[src/rtl/magsq_pkg.sv]
// magsq_pkg: definitions shared between the magnitude-squared feeder and the
// square-root controller downstream of it.
//   state_t : feeder sequencing states
//   OUT_W   : width of the square-root operand
//   SAT_MAX : largest operand value; larger results clip to it
package magsq_pkg;

  typedef enum logic [1:0] {
    IDLE  = 2'd0,
    MUL   = 2'd1,
    SCALE = 2'd2,
    HAND  = 2'd3
  } state_t;

  localparam int OUT_W   = 8;
  localparam int SAT_MAX = 255;

endpackage

[src/rtl/sumsq_serial.sv]
// sumsq_serial: serial shift-add engine computing |a|^2 + |b|^2, one
// multiplier bit per cycle. It takes W cycles after start.
// Ports:
//   clk, reset   clock, asynchronous active-low reset
//   start        load a/b (two's complement) and clear the accumulator
//   a, b         signed W-bit operands
//   busy         accumulation in progress
//   done         high during the final accumulation cycle; sum is complete
//                after the edge that ends it
//   sum          accumulator, 2*W+1 bits
module sumsq_serial #(
  parameter int W = 8
) (
  input  logic         clk,
  input  logic         reset,
  input  logic         start,
  input  logic [W-1:0] a,
  input  logic [W-1:0] b,
  output logic         busy,
  output logic         done,
  output logic [2*W:0] sum
);

  localparam int SW = 2*W + 1;
  localparam int CW = $clog2(W + 1);

  logic [W-1:0]  ma, mb;
  logic [W-1:0]  abs_a, abs_b;
  logic [W-1:0]  sh_a, sh_b;
  logic [SW-1:0] acc;
  logic [SW-1:0] pp_a, pp_b;
  logic [CW-1:0] cnt;

  // |-2^(W-1)| = 2^(W-1) still fits in W unsigned bits.
  always_comb begin
    abs_a = a[W-1] ? (~a + W'(1)) : a;
    abs_b = b[W-1] ? (~b + W'(1)) : b;
  end

  // Partial products for the current multiplier bit. Bit selection is done
  // through a shift so cnt may be wider than the bit index.
  always_comb begin
    sh_a = ma >> cnt;
    sh_b = mb >> cnt;
    pp_a = sh_a[0] ? ({{(SW-W){1'b0}}, ma} << cnt) : '0;
    pp_b = sh_b[0] ? ({{(SW-W){1'b0}}, mb} << cnt) : '0;
  end

  assign done = busy && (cnt == CW'(W - 1));
  assign sum  = acc;

  always_ff @(posedge clk or negedge reset) begin
    if (!reset) begin
      ma   <= '0;
      mb   <= '0;
      acc  <= '0;
      cnt  <= '0;
      busy <= 1'b0;
    end else if (start) begin
      ma   <= abs_a;
      mb   <= abs_b;
      acc  <= '0;
      cnt  <= '0;
      busy <= 1'b1;
    end else if (busy) begin
      acc <= acc + pp_a + pp_b;
      cnt <= cnt + CW'(1);
      if (done) busy <= 1'b0;
    end
  end

endmodule

[src/rtl/magsq_feeder.sv]
// magsq_feeder: takes one signed FFT bin (re, im), computes re^2 + im^2
// serially, scales by SHIFT and saturates to 8 bits, then holds the result
// as the square-root operand until the square-root controller acknowledges.
//
//   state | meaning
//   IDLE  | ready for a bin; in_ready=1
//   MUL   | serial squarer running, W cycles
//   SCALE | shift and saturate the sum into sq_val/sq_sat
//   HAND  | sq_go=1, operand held until sq_ack
//
// Ports:
//   clk, reset         clock, asynchronous active-low reset
//   in_valid/in_ready  bin handshake; in_re/in_im signed W-bit
//   sq_go              operand valid (level), held until sq_ack
//   sq_ack             one-cycle pulse: operand loaded downstream
//   sq_val, sq_sat     scaled operand and clip flag
module magsq_feeder
  import magsq_pkg::*;
#(
  parameter int W     = 8,
  parameter int SHIFT = 7
) (
  input  logic             clk,
  input  logic             reset,
  input  logic             in_valid,
  output logic             in_ready,
  input  logic [W-1:0]     in_re,
  input  logic [W-1:0]     in_im,
  output logic             sq_go,
  input  logic             sq_ack,
  output logic [OUT_W-1:0] sq_val,
  output logic             sq_sat
);

  localparam int SW = 2*W + 1;

  state_t        state;
  logic          start;
  logic          busy;
  logic          done;
  logic [SW-1:0] sum;
  logic [SW-1:0] scaled;

  assign start  = (state == IDLE) && in_valid;
  assign scaled = sum >> SHIFT;

  sumsq_serial #(.W(W)) u_sumsq (
    .clk   (clk),
    .reset (reset),
    .start (start),
    .a     (in_re),
    .b     (in_im),
    .busy  (busy),
    .done  (done),
    .sum   (sum)
  );

  always_ff @(posedge clk or negedge reset) begin
    if (!reset) begin
      state    <= IDLE;
      in_ready <= 1'b1;
      sq_go    <= 1'b0;
      sq_val   <= '0;
      sq_sat   <= 1'b0;
    end else begin
      case (state)
        IDLE: begin
          if (in_valid) begin
            state    <= MUL;
            in_ready <= 1'b0;
          end
        end
        MUL: begin
          // !busy is a fallback so the FSM can never stall here.
          if (done || !busy) state <= SCALE;
        end
        SCALE: begin
          if (scaled > SW'(SAT_MAX)) begin
            sq_val <= OUT_W'(SAT_MAX);
            sq_sat <= 1'b1;
          end else begin
            sq_val <= scaled[OUT_W-1:0];
            sq_sat <= 1'b0;
          end
          sq_go <= 1'b1;
          state <= HAND;
        end
        HAND: begin
          if (sq_ack) begin
            sq_go    <= 1'b0;
            in_ready <= 1'b1;
            state    <= IDLE;
          end
        end
        default: state <= IDLE;
      endcase
    end
  end

endmodule

[config.mk]
export PLATFORM = sky130hd
export DESIGN_NAME = magsq_feeder
export DESIGN_NICKNAME = d
export VERILOG_FILES = /design/src/rtl/magsq_pkg.sv /design/src/rtl/sumsq_serial.sv /design/src/rtl/magsq_feeder.sv
export SDC_FILE = /design/constraint.sdc
export NUM_CORES = 1
export LEC_CHECK = 0
export CAP_MARGIN = 20
export CORE_MARGIN = 5
export CORE_UTILIZATION = 55
export DETAILED_ROUTE_END_ITERATION = 8
export PLACE_DENSITY = 0.81
export RECOVER_POWER = 100
export SYNTH_ARGS = -nofsm -noshare
export SYNTH_HDL_FRONTEND = slang
export SYNTH_SLANG_ARGS = --single-unit
[constraint.sdc]
create_clock -name clk -period 3.85 [get_ports clk]
set_input_delay 0.385 -clock clk [delete_from_list [all_inputs] [get_ports clk]]
set_output_delay 0.385 -clock clk [all_outputs]
set_load 0.03 [all_outputs]
[Word-level counts from Yosys, hierarchy flattened]
Index checks and enable logic that the tools add are counted.
Word-level totals
  register bits: 51
  input bits: 20
  output and inout port bits: 11
  logic and storage cells: 62
Cells by class
  $add $sub $neg: 5
  magnitude comparators: 1
  equality and inequality tests: 7
  shift operators: 4
  mux-type cells: 22
  bitwise gates (word level): 2
  reductions and logical operators: 11
Operators with widths (number)
  $mux W17: 4
  $add A17 B17 Y17: 2
  $shl A8 B4 Y17: 2
  $mux W8: 3
  $add A8 B1 Y8 const B: 2
  $not A8 Y8: 2
  $shr A8 B4 Y1: 2
  $gt A10 B8 Y1 const B: 1
  $mux W4: 2
  $pmux W2 S4: 1
  $mux W1: 7
  $mux W2: 3
  $ne A2 B2 Y1 const B: 3
  $reduce_and A3 Y1: 2
  $reduce_bool A2 Y1: 3
  $add A4 B1 Y4 const B: 1
  $eq A2 B2 Y1 const B: 2
  $eq A4 B3 Y1 const B: 1
  $pmux W1 S2: 2
  $eq A2 B1 Y1 const B: 1
  $logic_and A1 B1 Y1: 2
  $logic_not A2 Y1: 1
  $reduce_and A2 Y1: 1
  $logic_not A1 Y1: 1
  $logic_or A1 B1 Y1: 1

[Depth between registers and ports, before layout]
  depth in word-level cells: 6
  gate-level depth with buffers: 16
  mapped depth without buffers: 14

[By module]
Synthesis repeated with hierarchy kept, for this count alone.
Second synthesis, totals
  cell total of the unflattened synthesis: 441
  area total of the unflattened synthesis: 4087.7 um^2
Modules (own cells, without submodules)
  sumsq_serial: times used 1, cells an instance 395, area an instance 3502.1 um^2, seq. area each 950.9 um^2
  magsq_feeder: times used 1, cells an instance 46, area an instance 585.6 um^2, seq. area each 326.6 um^2

[Worst setup path before layout]
OpenSTA, ideal clock, no wires.
  path kind: reg-to-reg
  from: reg u_sumsq.cnt[1]
  to: reg u_sumsq.acc[12] (netlist: u_sumsq.sum[12])
  library setup time: 0.111 ns
  data arrival time: 3.349 ns
  required time: 3.739 ns
  slack: 0.389 ns
  cell stages (with the launch flop): 16
  path buffers: 2
  clock period less this slack: 3.461 ns
  cells stage by stage: dfrtp_1 > clkbuf_2 > buf_4 > mux4_2 > mux2i_1 > nor2_1 > o211ai_1 > fa_1 > inv_1 > ha_1 > a221oi_2 > o21ai_2 > o21ai_2 > a21boi_1 > o211a_1 > a2111oi_2
Between the ends
  cells in the longest elaborated chain, start to end: 6
  elaborated cells between the ends (all ways): 10
  those cells by class: add/sub: 2; shift: 4; mux: 4
Ends and longest elaborated chain
  start, declared: line sumsq_serial.sv:32  | logic [CW-1:0] cnt;
  start signal, assigned: line sumsq_serial.sv:67  | cnt <= cnt + CW'(1);
  $shl A8 B4 Y17 or $shr A8 B4 Y1 (tied branches): line sumsq_serial.sv:45, sumsq_serial.sv:43
  $mux W17: line sumsq_serial.sv:45  | pp_a = sh_a[0] ? ({{(SW-W){1'b0}}, ma} << cnt) : '0;
  $add A17 B17 Y17: line sumsq_serial.sv:66  | acc <= acc + pp_a + pp_b;
  $add A17 B17 Y17 (*): line sumsq_serial.sv:66
  $mux W17 (*): line sumsq_serial.sv:65  | end else if (busy) begin
  $mux W17 (*): line sumsq_serial.sv:59  | end else if (start) begin
  end signal, assigned: line sumsq_serial.sv:66
  end, declared: line sumsq_serial.sv:30  | logic [SW-1:0] acc;
Mark *: on every way between the ends. The rest lies on a longest branch, timed or not. The select of a mux whose other input is x is not followed.
A chain may end at the register's enable or synchronous reset.

[Worst setup path after layout]
  from: reg u_sumsq.cnt[1]
  to: reg u_sumsq.acc[15] (netlist: u_sumsq.sum[15])
Same word-level chain as after synthesis.

==> impl_metrics.json <==
{
  "routed_wirelength_um": 10200,
  "gp_congestion": 0.976,
  "hp-class": "flip-flop to flip-flop",
  "antenna_found_initial": 0,
  "rrSetupSlack_ns": 0.20,
  "fin_util_pct": 63.8,
  "min_from": "sq_sat",
  "pwr-share-clk_pct": 7.9,
  "reg2regPathDepth": 14,
  "cp.arrival_ns": 3.85,
  "hpwl_um": 7810,
  "power.density_nw_per_um2": 865,
  "period_needed_ns": 3.65,
  "ys_ff_latch": 51,
  "ys.flop_type": "dfrtp_1",
  "grt_start_max_net_pins": 52,
  "dpl_cell_area_um2": 4800,
  "layout-drive-gt1-share_pct": 10.2,
  "synth_cell_type_count": 62,
  "clockBufferDepth": 2,
  "syn_inst": 503,
  "track_usage_pct": 21.3,
  "tightest_slew_ns": 2.73,
  "area_growth_syn_to_layout_pct": 12.5,
  "maxCapViolations": 1,
  "root_buffer": "clkbuf_8",
  "nets": 595,
  "synth_area_leaders": "dfrtp_1 29%, fa_1 7.8%, mux2i_1 6.6%, ha_1 6.3%, nand2_1 5.5%",
  "p_seq_share_pct": 23.9,
  "irDropWorstVdd_v": 0.000368,
  "yosys_warnings": 0,
  "fin_area_um2": 4930,
  "r2r-end": "u_sumsq.sum[15]",
  "postSynthAreaPerCell_um2": 8.71,
  "cp-start-kind": "flip-flop",
  "cts_hold_buf": 0,
  "grt_pass1_vias": 3638,
  "boundaryPins": 31,
  "drc": 0,
  "final-setup-viol-count": 0,
  "failed_checks": "capacitance limit, slew limit",
  "first_pass_iters": 6,
  "drt-wirelength-per-cell_um": 15.9,
  "max_clock_freq_mhz": 274,
  "skew_ns": 0.00826,
  "end_kind": "flip-flop",
  "timing.slew.headroom_pct": -82.0,
  "final_common_cell": "nand2_1",
  "synth_edf_count": 0,
  "hold_depth": 1,
  "switching_share_pct": 49.8,
  "power_frac_comb_pct": 68.2,
  "portBuffers": 30,
  "overflow": 0,
  "p_sw_w": 0.00212,
  "vias_per_cell": 5.82,
  "final_cell_mix": "64 x nand2_1, 55 x inv_1, 48 x dfrtp_1",
  "yosys.area.top_type": "dfrtp_1",
  "hold_slack_ns": 0.482,
  "cp.required_ns": 4.05,
  "p_int_w": 0.00214,
  "yosysTopAreaCellShare_pct": 28.6,
  "period_share_pct": 94.8,
  "cts_tree": "done",
  "grt_pass1_wl_um": 17300,
  "die_width_um": 99.3,
  "netlist_area_um2": 4380,
  "drtIter0Drc": 207,
  "clk_latency_ns": 0.31,
  "seq_area_frac_synth_pct": 29.2,
  "status": "finished with violations",
  "whs_endpoint": "sq_sat",
  "rows": 32,
  "die_h_um": 99.3,
  "fin_tns_setup_ns": 0,
  "timing.rr.start": "u_sumsq.cnt[1]",
  "core_area_um2": 7730,
  "finalHoldViolations": 0,
  "cp_max_fo": 12,
  "postSynth.asyncResetShare_pct": 100,
  "grt_setup_unrepaired": "no",
  "dr_total_vias": 3716,
  "dieArea_um2": 9850,
  "initial_utilization_pct": 56.7,
  "cts_max_level": 2,
  "n_antenna_cell": 0,
  "slew_violations": 52,
  "cts-buffers-inserted": 5,
  "cellLeakagePower_nw": 2.26,
  "critical_path_class": "flip-flop to flip-flop",
  "antenna_left": 0,
  "clkTransAtPathRegs_ns": 0.10,
  "cts_sinks": 51
}
## cell usage after synthesis, drive strengths merged (14+ instances only)
master	number
a21oi	18
clkbuf	16
dfrtp	50
fa	17
ha	22
inv	55
mux2i	29
nand2	64
nand3	17
nor2	34
o211ai	14
o21ai	42
xor2	14
## worst max-delay path: stages (launching register included)
cell and delay [ns]:
dfrtp_2 0.51, buf_4 0.18, mux4_2 0.24, mux2i_1 0.11, nor2_2 0.27, nand2_1 0.12
fa_1 0.49, inv_1 0.05, ha_1 0.39, a211o_1 0.30, a31o_1 0.21, and2_4 0.17
a31oi_1 0.21, o32a_1 0.19, o211ai_1 0.09
## per-layer routing
metal,vias to the layer above,routed length [µm],GRT usage [%]
met4,0,182,4.94
met5,-,0,0
met2,114,4840,35.1
met1,1779,4590,29.5
li1,1808,-,-
met3,15,550,3.23
## what timing repair did
action | in CTS | in global routing
setup endpoints to repair | 0 | 8
setup buffers | 0 | 4
resized for setup | 0 | 5
## cell families (layout without fill, tap and decap cells)
group	count (synthesis)	after routing	share of synthesized area, %
other	1	2	0.0856
buffers and inverters	79	112	7.25
adder cells (fa/ha/maj)	39	39	14.0
flip-flops	51	51	29.2
AO/OA/AOI/OAI	117	117	18.5
AND/OR/NAND/NOR	155	155	16.3
multiplexers	40	40	10.5
XOR/XNOR	21	21	4.20
## registers in the layout, indices dropped and copies added (netlist names)
signal / count
in_ready: 1
sq_go: 1
sq_sat: 1
sq_val: 8
state: 2
u_sumsq.busy: 1
u_sumsq.cnt: 4
u_sumsq.ma: 8
u_sumsq.mb: 8
u_sumsq.sum: 17
## worst max-delay path by stage
stage / depth (start not counted) / startpoint / slack, ns / to
after floorplan: 15 / u_sumsq.cnt[1] / 0.39 / u_sumsq.sum[12]
after global placement: 13 / u_sumsq.cnt[0] / 0.14 / u_sumsq.sum[11]
after detailed placement: 13 / u_sumsq.cnt[1] / 0.04 / u_sumsq.sum[12]
after CTS: 13 / u_sumsq.cnt[0] / 0.02 / u_sumsq.sum[15]
after global routing: 13 / u_sumsq.cnt[0] / 0.004 / u_sumsq.sum[15]
final: 14 / u_sumsq.cnt[1] / 0.20 / u_sumsq.sum[15]
## layout make-up
class | count | area (µm²)
repair buffers | 49 | 423
well taps | 102 | 128
multi-input cells | 374 | 2800
fillers | 661 | 2800
clock inverters | 1 | 8.76
inverters | 55 | 206
clock buffers | 7 | 86.3
flip-flops and latches | 51 | 1280
## power by group through the flow
stage | registers [W] | clock network (W) | logic, W
3_3_place_gp | 0.00102 | 0 | 0.00273
2_1_floorplan | 0.00101 | 0 | 0.00214
5_1_grt | 0.00105 | 0.000370 | 0.00323
4_1_cts | 0.00102 | 0.000344 | 0.00285
6_report | 0.00102 | 0.000338 | 0.00291
3_5_place_dp | 0.00103 | 0 | 0.00284
## stage by stage
step,instances,worst slack (ns),power [W]
2_1_floorplan,504,0.389,0.00315
3_3_place_gp,626,0.142,0.00375
3_5_place_dp,626,0.0360,0.00388
4_1_cts,634,0.0164,0.00422
5_1_grt,639,0.00432,0.00465
6_report,639,0.200,0.00426
Power figures use the tool's default switching activity.
